## src/rtl/sirv_param_queue_pkg.sv

```systemverilog
// Shared helpers for the parameterised peripheral queue: pointer and count sizing.
package sirv_param_queue_pkg;

  // Pointer width never drops below one bit so DEPTH=1 still has a legal register.
  function automatic int qptr_w(input int depth);
    return (depth > 1) ? $clog2(depth) : 1;
  endfunction

  function automatic int qcnt_w(input int depth);
    return $clog2(depth + 1);
  endfunction

endpackage

```

## src/rtl/sirv_queue_ptr.sv

```systemverilog
// Wrap-at-MAX pointer: advances on inc, returns to zero after MAX so any depth works.
module sirv_queue_ptr #(
  parameter int MAX = 1,
  parameter int W   = 1
) (
  input  logic         clk,
  input  logic         rst_n,
  input  logic         inc,
  output logic [W-1:0] ptr
);

  localparam logic [W-1:0] MAX_V = W'(MAX);

  logic [W-1:0] ptr_d, ptr_q;

  always_comb begin
    ptr_d = ptr_q;
    if (inc) ptr_d = (ptr_q == MAX_V) ? '0 : ptr_q + 1'b1;
  end

  always_ff @(posedge clk or negedge rst_n) begin
    if (!rst_n) ptr_q <= '0;
    else        ptr_q <= ptr_d;
  end

  assign ptr = ptr_q;

endmodule

```

## src/rtl/sirv_param_queue.sv

```systemverilog
// Parameterised ready/valid FIFO with optional pipe (replace-when-full) and flow (empty bypass).
module sirv_param_queue #(
  parameter int DW    = 32,
  parameter int DEPTH = 2,
  parameter int PIPE  = 1,
  parameter int FLOW  = 0,
  parameter int CW    = $clog2(DEPTH + 1)
) (
  input  logic          clk,
  input  logic          rst_n,
  input  logic          enq_valid,
  output logic          enq_ready,
  input  logic [DW-1:0] enq_data,
  output logic          deq_valid,
  input  logic          deq_ready,
  output logic [DW-1:0] deq_data,
  output logic [CW-1:0] count,
  output logic          full,
  output logic          empty
);
  import sirv_param_queue_pkg::*;

  localparam int PW = qptr_w(DEPTH);

  logic [DW-1:0] mem_q [DEPTH];
  logic [PW-1:0] enq_ptr, deq_ptr;
  logic          maybe_full_d, maybe_full_q;
  logic          ptr_match, do_enq, do_deq, bypass, wr_en, rd_en;
  logic          pipe_en, flow_en;
  logic [DW-1:0] head_data;

  assign pipe_en   = (PIPE != 0);
  assign flow_en   = (FLOW != 0);
  assign ptr_match = (enq_ptr == deq_ptr);
  assign empty     = ptr_match & ~maybe_full_q;
  assign full      = ptr_match & maybe_full_q;
  assign enq_ready = ~full | (pipe_en & deq_ready);
  assign deq_valid = ~empty | (flow_en & enq_valid);
  assign do_enq    = enq_valid & enq_ready;
  assign do_deq    = deq_valid & deq_ready;

  // A flow-through transfer is neither a write nor a read of storage.
  assign bypass = flow_en & empty & enq_valid & deq_ready;
  assign wr_en  = do_enq & ~bypass;
  assign rd_en  = do_deq & ~bypass;

  sirv_queue_ptr #(.MAX(DEPTH - 1), .W(PW)) u_enq_ptr (
    .clk(clk), .rst_n(rst_n), .inc(wr_en), .ptr(enq_ptr)
  );

  sirv_queue_ptr #(.MAX(DEPTH - 1), .W(PW)) u_deq_ptr (
    .clk(clk), .rst_n(rst_n), .inc(rd_en), .ptr(deq_ptr)
  );

  always_comb begin
    maybe_full_d = maybe_full_q;
    if (wr_en != rd_en) maybe_full_d = wr_en;
  end

  always_ff @(posedge clk or negedge rst_n) begin
    if (!rst_n) maybe_full_q <= 1'b0;
    else        maybe_full_q <= maybe_full_d;
  end

  // Storage is intentionally unreset; decode by compare keeps any DEPTH index-safe.
  always_ff @(posedge clk) begin
    for (int i = 0; i < DEPTH; i++)
      if (wr_en && enq_ptr == PW'(i)) mem_q[i] <= enq_data;
  end

  always_comb begin
    head_data = mem_q[0];
    for (int i = 0; i < DEPTH; i++)
      if (deq_ptr == PW'(i)) head_data = mem_q[i];
  end

  assign deq_data = (flow_en && empty) ? enq_data : head_data;

  always_comb begin
    if (full)                    count = CW'(DEPTH);
    else if (enq_ptr >= deq_ptr) count = CW'(enq_ptr - deq_ptr);
    else                         count = CW'(DEPTH) - CW'(deq_ptr) + CW'(enq_ptr);
  end

`ifdef ASSERT_ON
  always @(posedge clk) begin
    if (rst_n) begin
      assert (!(do_enq && full && !(pipe_en && deq_ready)))
        else $error("enqueue accepted while full");
      assert (!(do_deq && !deq_valid))
        else $error("dequeue without valid data");
    end
  end
`endif

endmodule

```

## config.mk

```make
export PLATFORM = sky130hd
export DESIGN_NAME = sirv_param_queue
export DESIGN_NICKNAME = d
export VERILOG_FILES = /design/src/rtl/sirv_param_queue_pkg.sv /design/src/rtl/sirv_queue_ptr.sv /design/src/rtl/sirv_param_queue.sv
export SDC_FILE = /design/constraint.sdc
export NUM_CORES = 1
export LEC_CHECK = 0
export BUFFER_PORTS_ARGS = -buffer_cell sky130_fd_sc_hd__buf_4
export CAP_MARGIN = 20
export CORE_ASPECT_RATIO = 0.8
export CORE_MARGIN = 5
export CORE_UTILIZATION = 55
export CTS_CLUSTER_SIZE = 16
export DETAILED_ROUTE_END_ITERATION = 16
export GPL_ROUTABILITY_DRIVEN = 0
export GPL_TIMING_DRIVEN = 0
export HOLD_SLACK_MARGIN = 0.02
export PLACE_DENSITY = 0.84
export REMOVE_ABC_BUFFERS = 1
export SETUP_SLACK_MARGIN = 0.05
export SKIP_CTS_REPAIR_TIMING = 1
export SLEW_MARGIN = 10
export SYNTH_ARGS = -nofsm -noshare
export SYNTH_HDL_FRONTEND = slang
export SYNTH_SLANG_ARGS = --single-unit
```

## constraint.sdc

```tcl
create_clock -name clk -period 5.95 [get_ports clk]
set_clock_uncertainty 0.1 [all_clocks]
set_input_delay 0.8925 -clock clk [delete_from_list [all_inputs] [get_ports clk]]
set_output_delay 0.8925 -clock clk [all_outputs]
set_load 0.01 [all_outputs]
```

==> flow_summary.toml <==
[worst_setup_path]
worstPathMaxFanout = 20
cp.arrival_ns = 2.08
crit_start = "u_deq_ptr.ptr$_DFFE_PN0P_"
cp-end-kind = "output port"
regToRegSetupSlack_ns = 3.27
rr_endpoint = "mem_q[0][60]$_DFFE_PP_"
crit_type = "reg -> out"
timing.rr.start = "u_deq_ptr.ptr$_DFFE_PN0P_"
start_kind = "flop"
rr_worst_depth = 6
cp.required_ns = 4.96

[floorplanning]
ioPinCount = 74
design.die.area_um2 = 6330
die_h_um = 72.1
start_util = 0.574
fp.dieW_um = 87.7
row_count = 22
core_area_um2 = 4620

[layout]
area_growth_pct = 29.7
final_cell_area_um2 = 3440
drive_above_1_share = 0.582
fin_nets = 243
diodes = 0

[synth]
synth.avg_cell_area_um2 = 21.8
syn_inst = 122
syn_area_um2 = 2660
ys.warnings.count = 0
ys_seq_area_frac = 0.752
yosysUniqueCellTypes = 17
ys_seq_elements = 67

[clock_tree]
numCtsBuffers = 9
root_buffer = "clkbuf_8"
clk_path_buf_depth = 2
cts_tree = "yes"
path_clk_slew_ns = 0.06
clk_latency_ns = 0.32
cts.htree.levels = 3
cts_sinks = 67

[route]
drtIter0Drc = 40
drt-met1-wl_um = 1520
vias = 1335
wl_per_cell_um = 16.9
vias_per_cell = 4.98
dr.pass1.iters = 4
drc = 0
postRouteAntennaNets = 0
highest_layer = "met4"
drt-total-wl_um = 4530
wl_met3_um = 623
wl_met2_um = 2350

[grt]
grt_pass1_wl_um = 7110
grt_max_degree = 21
antenna_found_initial = 0
grt_pass1_vias = 1435
track_usage = 0.159
overflow = 0

[run]
drv_cap = 0

[pwr]
p_per_area_nw_per_um2 = 480
fin_total_pwr_mw = 1.65
leakage_nw = 1.41
vdd_ir_drop_max_v = 0.000338

[timing]
tns_ns = 0
hold_violations = 0
period_minus_slack_ns = 3.07
final_max_slew_viol_count = 0
setup_viol = 0
rsz0062_at_grt = "false"
worst_slew_pin_slew_ns = 0.530
slew_headroom = 0.646
finalCritPeriodShare = 0.516
fmax_mhz = 326

[hold_path]
hp-class = "in -> async"

[place]
port_buffers = 73
postPlaceCellArea_um2 = 3300
hpwlAfterDp_um = 3380

[status]
status = "complete, no violations"
## critical path, stage by stage (launching register included)
cell	delay (ns)
dfrtp_2	0.67
buf_12	0.26
ha_1	0.30
and2_1	0.21
a21o_1	0.17
buf_4	0.14
## cell usage after synthesis
| master | n | area [um^2] |
|---|---|---|
| a21o_1 | 1 | 7.51 |
| nand2b_1 | 1 | 6.26 |
| dfrtp_1 | 3 | 75.1 |
| mux2_4 | 29 | 435 |
| ha_1 | 2 | 25.0 |
| and2_1 | 1 | 6.26 |
| mux2_2 | 3 | 33.8 |
| buf_6 | 1 | 11.3 |
| nand3b_1 | 1 | 7.51 |
| xnor2_1 | 2 | 17.5 |
| inv_1 | 5 | 18.8 |
| nand2_1 | 2 | 7.51 |
| nor2_1 | 2 | 7.51 |
| a21oi_1 | 1 | 5.00 |
| a2bb2oi_1 | 1 | 8.76 |
| buf_12 | 3 | 60.1 |
| edfxtp_1 | 64 | 1920 |
## where the power goes
group | total (mW) | switching, mW | internal, mW
clock | 0.280 | 0.140 | 0.140
combinational | 0.676 | 0.293 | 0.383
sequential | 0.698 | 0.0565 | 0.642
## logic make-up (layout without fill, tap and decap cells)
family / count (synthesis) / count (layout) / synth area share
flip-flops: 67 / 67 / 0.752
AO/OA/AOI/OAI: 3 / 3 / 0.00801
AND/OR/NAND/NOR: 7 / 7 / 0.0132
adder cells (fa/ha/maj): 2 / 2 / 0.00942
XOR/XNOR: 2 / 2 / 0.00660
multiplexers: 32 / 32 / 0.177
buffers and inverters: 9 / 95 / 0.0339
## registers in the layout, indices dropped and copies added, names as in the netlist
register / cells
u_enq_ptr.ptr: 1
mem_q: 64
maybe_full_q: 1
u_deq_ptr.ptr: 1
## layout make-up
cell class                      instances  area (um^2)
Clock buffer                            9          124
Sequential cell                        67         2000
Clock inverter                          5         22.5
Tap cell                               60         75.1
Fill cell                             290         1180
Multi-Input combinational cell         46          583
Inverter                                5         18.8
Timing Repair Buffer                   76          623
## placed cells by master (no fill, tap or decap)
cell,n
xnor2_1,2
nand2_1,2
buf_16,2
a21o_1,1
dfrtp_2,1
inv_1,5
clkinv_1,4
nor2_4,2
clkbuf_8,9
a21oi_1,1
mux2_2,3
a2bb2oi_1,1
and2_1,1
buf_4,73
dfrtp_1,2
clkinvlp_4,1
nand2b_1,1
ha_1,2
edfxtp_1,64
mux2_4,29
buf_12,1
nand3b_1,1
## worst max path at each step
stage	end
after CTS	count[1]
after global placement	mem_q[0][59]$_DFFE_PP_
after global routing	count[1]
final	count[1]
after floorplan	mem_q[0][0]$_DFFE_PP_
after detailed placement	count[1]
## through the flow
stage,hold slack [ns],setup WS [ns],util,cells
after floorplan,0.368,1.98,-,118
after global placement,0.382,1.17,0.693,251
after detailed placement,0.442,3.22,0.713,254
after CTS,0.230,2.85,0.745,268
after global routing,0.224,2.77,0.745,268
final,0.252,2.88,0.745,268
## routing by layer
layer / global-route usage / up-vias
met2: 0.275 / 63
met4: 0.0460 / 0
li1: - / 629
met1: 0.151 / 638
met5: 0 / -
met3: 0.112 / 5
(Power assumes the default switching activity.)
